<file path="config.mk">
export PLATFORM = sky130hd
export DESIGN_NAME = llander_inputs
export DESIGN_NICKNAME = d
export VERILOG_FILES = /design/src/rtl/llander_pkg.sv /design/src/rtl/llander_inputs_coin_stretch.sv /design/src/rtl/llander_inputs.sv
export SDC_FILE = /design/constraint.sdc
export NUM_CORES = 1
export LEC_CHECK = 0
export BUFFER_PORTS_ARGS = -buffer_cell sky130_fd_sc_hd__buf_2
export CAP_MARGIN = 20
export CORE_ASPECT_RATIO = 2
export CORE_MARGIN = 2
export CORE_UTILIZATION = 35
export CTS_BUF_LIST = sky130_fd_sc_hd__clkbuf_16
export CTS_CLUSTER_DIAMETER = 100
export DETAILED_ROUTE_END_ITERATION = 10
export MAX_ROUTING_LAYER = met4
export REMOVE_ABC_BUFFERS = 1
export SETUP_SLACK_MARGIN = 0.02
export SLEW_MARGIN = 20
export SYNTH_ARGS = -nofsm -noshare
export SYNTH_HDL_FRONTEND = slang
export SYNTH_SLANG_ARGS = --single-unit
</file>
<file path="constraint.sdc">
create_clock -name clk_25 -period 4.1 [get_ports clk_25]
set_input_delay 0.41 -clock clk_25 [delete_from_list [all_inputs] [get_ports clk_25]]
set_output_delay 0.41 -clock clk_25 [all_outputs]
set_load 0.02 [all_outputs]
</file>
<file path="src/rtl/llander_pkg.sv">
// Purpose: shared constants for the Lunar Lander input conditioner.
// Latency: n/a (package only).
// Backpressure: n/a.
// Contents: PS/2 scancodes of the mapped keys, bit positions inside the
// active-low BUTTON byte, the coin FSM state type and the lever slew helper.
package llander_pkg;

  // Scancodes (low 8 bits only; the extended flag is don't-care)
  localparam logic [7:0] SC_RIGHT_A  = 8'h23;
  localparam logic [7:0] SC_RIGHT_B  = 8'h74;
  localparam logic [7:0] SC_LEFT_A   = 8'h1C;
  localparam logic [7:0] SC_LEFT_B   = 8'h6B;
  localparam logic [7:0] SC_START1_A = 8'h05;
  localparam logic [7:0] SC_START1_B = 8'h16;
  localparam logic [7:0] SC_START2   = 8'h06;
  localparam logic [7:0] SC_FIRE_A   = 8'h3A;
  localparam logic [7:0] SC_FIRE_B   = 8'h14;
  localparam logic [7:0] SC_COIN_A   = 8'h04;
  localparam logic [7:0] SC_COIN_B   = 8'h2E;
  localparam logic [7:0] SC_COIN_C   = 8'h36;
  localparam logic [7:0] SC_THRUST_A = 8'h4B;
  localparam logic [7:0] SC_THRUST_B = 8'h11;
  localparam logic [7:0] SC_SHIELD_A = 8'h42;
  localparam logic [7:0] SC_SHIELD_B = 8'h29;

  // Bit positions in the BUTTON byte
  localparam int BTN_RIGHT  = 7;
  localparam int BTN_LEFT   = 6;
  localparam int BTN_START1 = 5;
  localparam int BTN_START2 = 4;
  localparam int BTN_FIRE   = 3;
  localparam int BTN_COIN   = 2;
  localparam int BTN_THRUST = 1;
  localparam int BTN_SHIELD = 0;

  typedef enum logic [1:0] {
    IDLE     = 2'd0,
    PULSE    = 2'd1,
    WAIT_REL = 2'd2
  } coin_st_t;

  // One lever slew step, saturating at 0 and 255. The 9th bit catches
  // both overflow (going up) and borrow (going down).
  function automatic logic [7:0] ramp_next(input logic [7:0] lvl,
                                           input logic       up,
                                           input logic [7:0] step);
    logic [8:0] sum;
    if (up) begin
      sum = {1'b0, lvl} + {1'b0, step};
      return sum[8] ? 8'hFF : sum[7:0];
    end else begin
      sum = {1'b0, lvl} - {1'b0, step};
      return sum[8] ? 8'h00 : sum[7:0];
    end
  endfunction

endpackage

</file>
<file path="src/rtl/llander_inputs_coin_stretch.sv">
// Purpose: stretch a coin request edge into a fixed COIN_LEN-cycle active-low pulse.
// Latency: coin_l falls 2 cycles after the req rising edge, low for exactly COIN_LEN cycles.
// Backpressure: none; requests during a pulse or before req drops are ignored.
// Ports: clk_25 clock, RESET_L async active-low reset, req active-high
// coin request, coin_l registered active-low coin-mech output.
module coin_stretch #(
  parameter int COIN_LEN = 250000
) (
  input  logic clk_25,
  input  logic RESET_L,
  input  logic req,
  output logic coin_l
);
  import llander_pkg::*;

  localparam int CW = (COIN_LEN > 1) ? $clog2(COIN_LEN) : 1;
  localparam logic [CW-1:0] CNT_LOAD = CW'(COIN_LEN - 1);

  coin_st_t      st;
  logic [CW-1:0] cnt;
  logic          req_q;

  // req_q resets high so a request already held through reset is not
  // mistaken for a fresh insert; a new pulse needs req to drop first.
  always_ff @(posedge clk_25 or negedge RESET_L) begin
    if (!RESET_L) begin
      st     <= IDLE;
      cnt    <= '0;
      req_q  <= 1'b1;
      coin_l <= 1'b1;
    end else begin
      req_q  <= req;
      coin_l <= (st != PULSE);
      case (st)
        IDLE: begin
          if (req && !req_q) begin
            st  <= PULSE;
            cnt <= CNT_LOAD;
          end
        end
        PULSE: begin
          if (cnt == '0) st <= WAIT_REL;
          else           cnt <= cnt - 1'b1;
        end
        WAIT_REL: begin
          if (!req) st <= IDLE;
        end
        default: st <= IDLE;
      endcase
    end
  end

endmodule

</file>
<file path="src/rtl/llander_inputs.sv">
// Purpose: decode PS/2 keys + joystick into Lunar Lander BUTTON byte and thrust lever.
// Latency: key event 2 cycles, joystick 1 cycle, coin 2 cycles after request edge.
// Backpressure: none; one key event accepted per ps2_key[10] toggle.
// Ports: clk_25 clock, RESET_L async active-low reset, ps2_key {toggle,
// pressed, extended, scancode}, joy active-high joystick OR, buttons
// active-low button byte, thrust_lvl lever position (0 idle .. 255 full).
module llander_inputs #(
  parameter int COIN_LEN  = 250000,
  parameter int RAMP_DIV  = 100000,
  parameter int RAMP_STEP = 4
) (
  input  logic        clk_25,
  input  logic        RESET_L,
  input  logic [10:0] ps2_key,
  input  logic [15:0] joy,
  output logic [7:0]  buttons,
  output logic [7:0]  thrust_lvl
);
  import llander_pkg::*;

  localparam int PW = (RAMP_DIV > 1) ? $clog2(RAMP_DIV) : 1;
  localparam logic [PW-1:0] PRESC_MAX = PW'(RAMP_DIV - 1);
  localparam logic [7:0]    STEP_AMT  = 8'(RAMP_STEP);

  logic          tgl_q;
  logic          primed;
  logic          key_evt;
  logic [7:0]    key_sel;
  logic [7:0]    key_q;     // pressed state per function, BTN_* indexed
  logic [7:0]    req;       // merged active-high requests
  logic [7:3]    btn_hi;
  logic [1:0]    btn_lo;
  logic          coin_l;
  logic [PW-1:0] presc;
  logic          step;
  logic          unused_ok;

  assign unused_ok = ^{joy[15:8], joy[3:2], ps2_key[8]};

  // Nothing is decoded until the toggle bit has been sampled once after
  // reset, otherwise a stale event left on the bus would replay.
  assign key_evt = primed && (ps2_key[10] != tgl_q);

  always_comb begin
    key_sel = 8'h00;
    case (ps2_key[7:0])
      SC_RIGHT_A,  SC_RIGHT_B:             key_sel[BTN_RIGHT]  = 1'b1;
      SC_LEFT_A,   SC_LEFT_B:              key_sel[BTN_LEFT]   = 1'b1;
      SC_START1_A, SC_START1_B:            key_sel[BTN_START1] = 1'b1;
      SC_START2:                           key_sel[BTN_START2] = 1'b1;
      SC_FIRE_A,   SC_FIRE_B:              key_sel[BTN_FIRE]   = 1'b1;
      SC_COIN_A,   SC_COIN_B,  SC_COIN_C:  key_sel[BTN_COIN]   = 1'b1;
      SC_THRUST_A, SC_THRUST_B:            key_sel[BTN_THRUST] = 1'b1;
      SC_SHIELD_A, SC_SHIELD_B:            key_sel[BTN_SHIELD] = 1'b1;
      default:                             key_sel = 8'h00;
    endcase
  end

  always_ff @(posedge clk_25 or negedge RESET_L) begin
    if (!RESET_L) begin
      tgl_q  <= 1'b0;
      primed <= 1'b0;
      key_q  <= 8'h00;
    end else begin
      tgl_q  <= ps2_key[10];
      primed <= 1'b1;
      if (key_evt)
        key_q <= (key_q & ~key_sel) | (key_sel & {8{ps2_key[9]}});
    end
  end

  always_comb begin
    req              = key_q;
    req[BTN_RIGHT]   = key_q[BTN_RIGHT]  | joy[0];
    req[BTN_LEFT]    = key_q[BTN_LEFT]   | joy[1];
    req[BTN_START1]  = key_q[BTN_START1] | joy[7];
    req[BTN_FIRE]    = key_q[BTN_FIRE]   | joy[4];
    req[BTN_COIN]    = key_q[BTN_COIN]   | joy[7];
    req[BTN_THRUST]  = key_q[BTN_THRUST] | joy[5];
    req[BTN_SHIELD]  = key_q[BTN_SHIELD] | joy[6];
  end

  // Coin bit is already registered inside the stretcher, so it bypasses
  // the output register used by the other seven bits.
  always_ff @(posedge clk_25 or negedge RESET_L) begin
    if (!RESET_L) begin
      btn_hi <= 5'h1F;
      btn_lo <= 2'h3;
    end else begin
      btn_hi <= ~req[7:3];
      btn_lo <= ~req[1:0];
    end
  end

  assign buttons = {btn_hi, coin_l, btn_lo};

  coin_stretch #(
    .COIN_LEN (COIN_LEN)
  ) u_coin (
    .clk_25  (clk_25),
    .RESET_L (RESET_L),
    .req     (req[BTN_COIN]),
    .coin_l  (coin_l)
  );

  // Free-running prescaler; the lever only moves on its wrap cycle.
  assign step = (presc == PRESC_MAX);

  always_ff @(posedge clk_25 or negedge RESET_L) begin
    if (!RESET_L) begin
      presc      <= '0;
      thrust_lvl <= 8'h00;
    end else begin
      presc <= step ? '0 : presc + 1'b1;
      if (step)
        thrust_lvl <= ramp_next(thrust_lvl, req[BTN_THRUST], STEP_AMT);
    end
  end

endmodule

</file>
==> flow_summary.ini, run 1 <==
[yosys]
yosys.area_share.simple_pct = 25.9
synth_xor_area_share_pct = 4.03
synth_top_family_by_area = simple AND/OR/NAND/NOR gates
synthMostInstantiatedCell = dfrtp_1
synth_fa_ha_area_share_pct = 1.44
synthMuxAreaShare_pct = 4.57
synth_area_per_cell_sq_um = 9.90
synth_warnings = 0
netlist_instances = 351
synth-edff-count = 0
synth-seq-cells = 63
synth_area_sq_mm = 0.00347
synthArstFlopShare_pct = 100
synth-compound-area-share_pct = 14.0
synth_cell_types = 68
ys_seq_area_share_pct = 45.7
synth_largest_area_cell = dfrtp_1
synth_area_leaders = dfrtp_1 39%, dfstp_2 6.8%, nor2_1 3.1%
synth_top_area_share_pct = 38.9
synth_common_cells = 54 x dfrtp_1, 29 x nor2_1, 17 x nand2_1, 16 x a21oi_1, 16 x clkbuf_1
synthFlopType = dfrtp_1

[drt]
drt_pass1_iterations = 4
drc = 0
viasPerCell = 5.51
drtAntennaViolNets = 0
first_iter_violations = 292
vias = 2819
drt_wl_total_mm = 7.79
wl_per_cell_um = 15.2

[pwr]
peakVddDrop_v = 0.000226
power_leakage_nw = 1.65
fin_total_pwr_mw = 1.81
pwr_density_cell_mw_per_mm2 = 451

[sta]
finalSetupTns_ns = 0
rsz0062_at_grt = no
hold_ws_ns = 0.128
fin_crit_sh_pct = 54.2
slew_headroom_pct = 53.5
period_minus_slack_ns = 2.22
tightest_slew_ns = 0.697
maxSlewViolCount = 0
skew_ns = 0.00509
setup_viol = 0
hold_viol = 0
fmax_mhz = 450

[finish]
antenna_cells = 0
postLayoutCoreUtil_pct = 41.3
area.growth.synth_to_final_pct = 15.3
final_net_count = 408
drive_above_1_share_pct = 20.3
finalNonFillerCells = 512

[clock_network]
clkTransAtPathRegs_ns = 0.05
cts.repair.resized = 0
clk_path_buf_depth = 2
htreeDepth = 3
cts_tree = yes
clkSinkCount = 63
cts_hold_buf = 0
cts_buffers = 9
cts_root_buf = clkbuf_16
clock_latency_ns = 0.33
cts_setup_buffers = 0

[worst_setup_path]
path_cells = ha_1 > and4_1 > nand2_1 > or2_2 > o31ai_1
worst-r2r-cell-count = 5
cp_data_arrival_time_ns = 2.43
cp-end-kind = flip-flop
cp.depth = 5
critPathRequiredTime_ns = 4.31
cp_slowest_cell = or2_2
cp_max_fo = 11
cp_slowest_stage_delay_ns = 0.46
critPathLaunchType = flip-flop
critical-path-top-delay-family = simple AND/OR/NAND/NOR gates
crit_type = flip-flop to flip-flop
critPathBufInv = 0

[grt]
antenna_found_initial = 0
grt_pass1_vias = 2939
grt_pass1_wl_mm = 13.5
grt_util_all_layers_pct = 16.4
grt-ovfl-total = 0
grt_max_degree = 34

[placement]
io_buffers = 33
hpwl_mm = 5.60
dp_cells = 496
gp_congestion = 0.803

[die]
die_h_um = 145
start_util_pct = 35.8
core-area_sq_mm = 0.00970
die-area_sq_mm = 0.0108
die_w_um = 74.5
ioPinCount = 45
fp-row-count = 51

[min_path]
hp-class = input pin to asynchronous set/reset pin

[run_status]
outcome = finished clean

[flow_run]
drv_cap = 0
## final timing paths
path	endpoint	slack, ns	start
setup / recovery	thrust_lvl[5]	1.88	presc[0]
hold / removal	asynchronous set/reset pin	0.13	RESET_L
setup reg to reg	thrust_lvl[5]	1.88	presc[0]
hold reg to reg	btn_hi[7]	0.38	flip-flop
max in group asynchronous	btn_hi[7]	3.06	RESET_L
min in group clk_25	btn_hi[7]	0.19	joy[0]
## through the flow
| stage | worst slack (ns) | instance area, sq um |
|---|---|---|
| 5_1_grt | 1.76 | 4010 |
| 3_3_place_gp | 1.85 | 3720 |
| 6_report | 1.88 | 4010 |
| 2_1_floorplan | 2.12 | 3370 |
| 3_5_place_dp | 1.82 | 3720 |
| 4_1_cts | 1.86 | 4010 |
## where the power goes
| part | internal [mW] | switching [mW] |
|---|---|---|
| combinational | 0.126 | 0.158 |
| clock | 0.460 | 0.262 |
| sequential | 0.702 | 0.0982 |
| total | 1.29 | 0.518 |
## worst register-to-register path: cells and delay by family (launching register included)
kind	cells	cell delay [ns]
AND/OR/NAND/NOR	3	1.13
AO/OA/AOI/OAI	1	0.35
flip-flops	1	0.39
adder cells (fa/ha/maj)	1	0.23
## area by class of cell
cell class | count | area (sq um)
clock inverters | 7 | 56.3
multi-input cells | 253 | 1740
clock buffers | 9 | 225
inverters | 12 | 45.0
repair buffers | 36 | 188
flip-flops and latches | 63 | 1590
fillers | 994 | 5690
well taps | 132 | 165
## metal layers
metal  track usage [%]  up-vias  share of wire, %
li1                  -     1355                 -
met1              18.0     1372                39
met2              27.4       75                54
met3              3.19       17               4.2
met4              8.13        0               2.7
met5                 -        -                 0
## cells by family after synthesis
kind of cell | Yosys count
and+or+nand+nor | 148
AOI/OAI and AO/OA | 69
DFF | 63
buffers and inverters | 35
xor gates and xnor gates | 16
muxes | 15
adders and majority gates | 4
other | 1
## placed cells by master (no fill, tap or decap), drive strengths merged, types with 3 or more instances in the layout
cell type,instances
a2111oi,5
a211oi,4
a21oi,16
a31oi,3
and2,3
and3,3
and4,4
buf,36
clkbuf,9
clkinv,4
dfrtp,54
dfstp,9
ha,4
inv,14
mux2,7
mux2i,8
nand2,17
nand2b,8
nand3,13
nand4,10
nor2,29
nor2b,3
nor3,11
nor4,10
nor4b,5
o21ai,9
o31ai,10
or3,7
or4,5
or4b,6
xnor2,6
xor2,10
Note: power is estimated with default switching activity, not from simulation.
==> inputs of run 2 (changes only) <==
--- a/config.mk
+++ b/config.mk
@@ -5,6 +5,7 @@
 export SDC_FILE = /design/constraint.sdc
 export NUM_CORES = 1
 export LEC_CHECK = 0
+export ABC_AREA = 1
 export BUFFER_PORTS_ARGS = -buffer_cell sky130_fd_sc_hd__buf_2
 export CAP_MARGIN = 20
 export CORE_ASPECT_RATIO = 2
==> constraint.sdc (replaced) <==
create_clock -name clk_25 -period 1.98 [get_ports clk_25]
set_input_delay 0.198 -clock clk_25 [delete_from_list [all_inputs] [get_ports clk_25]]
set_output_delay 0.198 -clock clk_25 [all_outputs]
set_load 0.02 [all_outputs]
==> run 2 against run 1 <==
  * Sequential cell count is the same
  * Total power up 68%
  * Wire length is 3.3% higher
  * Design area increased by 9.5%
  * Utilization increased by 1.1 points
  * Via count is 16% higher
  * Clock-buffer cell count unchanged
  * Critical endpoint is now u_coin.cnt[0]
  * Largest cell class unchanged
==> flow_summary.ini, run 2 <==
[run_status]
outcome = finished clean

[worst_setup_path]
critPathRequiredTime_ns = 2.25
cp_slowest_cell = dfrtp_1
r2r-end = u_coin.cnt[0]
reg2reg_slack_ns = 0.23
regToRegStartpoint = u_coin.cnt[0]
cp-endpoint = u_coin.cnt[0]
cp_max_fo = 13
crit_top_cell = nand3_2
cp-startpoint = u_coin.cnt[0]
cp-end-kind = flip-flop
critPathBufInv = 2
cp_slowest_stage_delay_ns = 0.42
cp.depth = 9
path_cells = inv_1 > ha_1 > nand3_2 > nor2_4 > nand3_2 > nand2_4 > buf_4 > nand3_1 > nand2_1
critPathLaunchType = flip-flop
crit_type = flip-flop to flip-flop
cp_data_arrival_time_ns = 2.02
worst-r2r-cell-count = 9
critical-path-top-delay-family = simple AND/OR/NAND/NOR gates

[sta]
finalSetupTns_ns = 0
maxSlewViolCount = 0
fmax_mhz = 572
period_minus_slack_ns = 1.75
setup_viol = 0
rsz0062_at_grt = no
worst_slack_ns = 0.230
hold_viol = 0
skew_ns = 0.00332
fin_crit_sh_pct = 88.4

[yosys]
yosys.area_share.simple_pct = 39.9
synthMostInstantiatedCell = nand2_1
synth_fa_ha_area_share_pct = 1.36
synth_area_per_cell_sq_um = 6.97
synth_area_leaders = dfrtp_1 37%, nand2_1 17%, nand3_1 8.4%
synth-edff-count = 0
synth_warnings = 0
synth_common_cells = 168 x nand2_1, 80 x nor2_1, 64 x inv_1, 62 x nand3_1, 54 x dfrtp_1
synthMuxAreaShare_pct = 0
synth_cell_types = 28
synth_largest_area_cell = dfrtp_1
synthArstFlopShare_pct = 100
synth_area_sq_mm = 0.00367
synth_top_family_by_area = simple AND/OR/NAND/NOR gates
synth-seq-cells = 63
synth-compound-area-share_pct = 3.95
netlist_instances = 527
synth_top_area_share_pct = 36.8
synthFlopType = dfrtp_1
ys_seq_area_share_pct = 43.2
synth_xor_area_share_pct = 3.34

[drt]
vias = 3279
first_iter_violations = 188
drt_wl_total_mm = 8.04
drt_pass1_iterations = 4
drc = 0
drtAntennaViolNets = 0
viasPerCell = 4.57
wl_per_cell_um = 11.2

[clock_network]
cts_tree = yes
clock_latency_ns = 0.33
clkSinkCount = 63
cts_root_buf = clkbuf_16
clk_path_buf_depth = 2
htreeDepth = 3
cts.repair.resized = 0
cts_buffers = 9
clkTransAtPathRegs_ns = 0.05

[grt]
grt_pass1_vias = 3068
grt_util_all_layers_pct = 16.0
antenna_found_initial = 0
grt-ovfl-total = 0
grt_max_degree = 64
grt_pass1_wl_mm = 14.1

[pwr]
pwr-share-seq_pct = 43.6
pwr_density_cell_mw_per_mm2 = 691
power.switching_mw = 0.694
swShare_pct = 22.9
pwr-share-clk_pct = 51.8
power_leakage_nw = 2.25
internal_power_mw = 2.34
power_frac_comb_pct = 4.6
peakVddDrop_v = 0.000473
fin_total_pwr_mw = 3.03

[die]
fp-row-count = 53
die-area_sq_mm = 0.0114
die_w_um = 76.4
core-area_sq_mm = 0.0103
die_h_um = 149
start_util_pct = 35.5
ioPinCount = 45

[placement]
hpwl_mm = 5.68
io_buffers = 33
gp_congestion = 0.870
pre_cts_ws_ns = 0.257

[flow_run]
drv_cap = 0

[finish]
final_common_cell = nand2_1
mostFrequentLayoutCells = 168 x nand2_1, 80 x nor2_1, 64 x inv_1
drive_above_1_share_pct = 13.3
final_net_count = 609
antenna_cells = 0
area.growth.synth_to_final_pct = 19.4

[min_path]
hp-class = input pin to flip-flop
hold_path.startpoint = joy[5]
==> run 2: cell types whose count changed after synthesis, moves of 5 or more <==
cell,previous run,this run
inv_1,12,64
nor4b_1,5,0
nand2b_1,8,0
or3_1,7,0
nand2_1,17,168
o31ai_1,10,0
nor4_1,7,0
nor2_1,29,80
clkbuf_1,16,2
o21ai_0,9,19
mux2i_1,8,0
a21oi_1,16,7
mux2_2,7,0
nand3_1,13,62
==> run 2: worst min path at each step <==
stage	end	slack, ns	depth (start not counted)
5_1_grt	btn_lo[1]	0.14	3
2_1_floorplan	asynchronous set/reset pin	-0.1	0
4_1_cts	btn_lo[1]	0.12	3
3_3_place_gp	presc[4]	0.24	2
6_report	btn_lo[1]	0.14	3
3_5_place_dp	presc[4]	0.24	2
==> run 2: area by class of cell <==
cell class,count,area [sq um]
Fill cell,1125,5960
Multi-Input combinational cell,390,1790
Sequential cell,63,1590
Timing Repair Buffer,47,300
Inverter,65,244
Clock buffer,9,225
Tap cell,137,171
Clock inverter,7,72.6
==> run 2: per-layer routing <==
| layer | global-route usage, % | up-vias | routed length (um) |
|---|---|---|---|
| li1 | - | 1749 | - |
| met1 | 20.3 | 1470 | 4000 |
| met2 | 24.7 | 48 | 3630 |
| met3 | 3.33 | 12 | 246 |
| met4 | 7.00 | 0 | 160 |
| met5 | - | - | 0 |
==> run 2: kinds of logic after synthesis <==
kind of cell,after synthesis
other,1
buffers and inverters,74
flip-flops,63
adder cells (fa/ha/maj),4
AND/OR/NAND/NOR,343
AO/OA/AOI/OAI,28
XOR/XNOR,14
==> run 2: what timing repair did <==
action / 4_1_cts / 5_1_grt
hold buffers: 7 / 0
buffers inserted: 0 / 0
setup endpoints to repair: 0 / 0
hold endpoints to repair: 60 / 0
==> run 2: worst min-delay path, delay by kind of cell <==
kind | cells | cell delay [ns]
buf+inv | 2 | 0.23
simple gates | 1 | 0.04
==> run 2: power groups by stage <==
stage / combinational (mW) / clock [mW] / sequential (mW)
floorplan: 0.0463 / 0 / 1.35
global placement: 0.130 / 0 / 1.34
detailed placement: 0.131 / 0 / 1.35
CTS: 0.142 / 1.62 / 1.32
global route: 0.161 / 1.66 / 1.32
finish: 0.139 / 1.57 / 1.32
==> run 2: per-stage QoR <==
step	hold slack, ns	std cells	util (%)	instance area [sq um]
floorplan	-0.0976	518	-	3620
global placement	0.238	695	38.8	4020
detailed placement	0.243	695	38.8	4020
CTS	0.124	718	42.4	4390
global route	0.139	718	42.4	4390
finish	0.135	718	42.4	4390
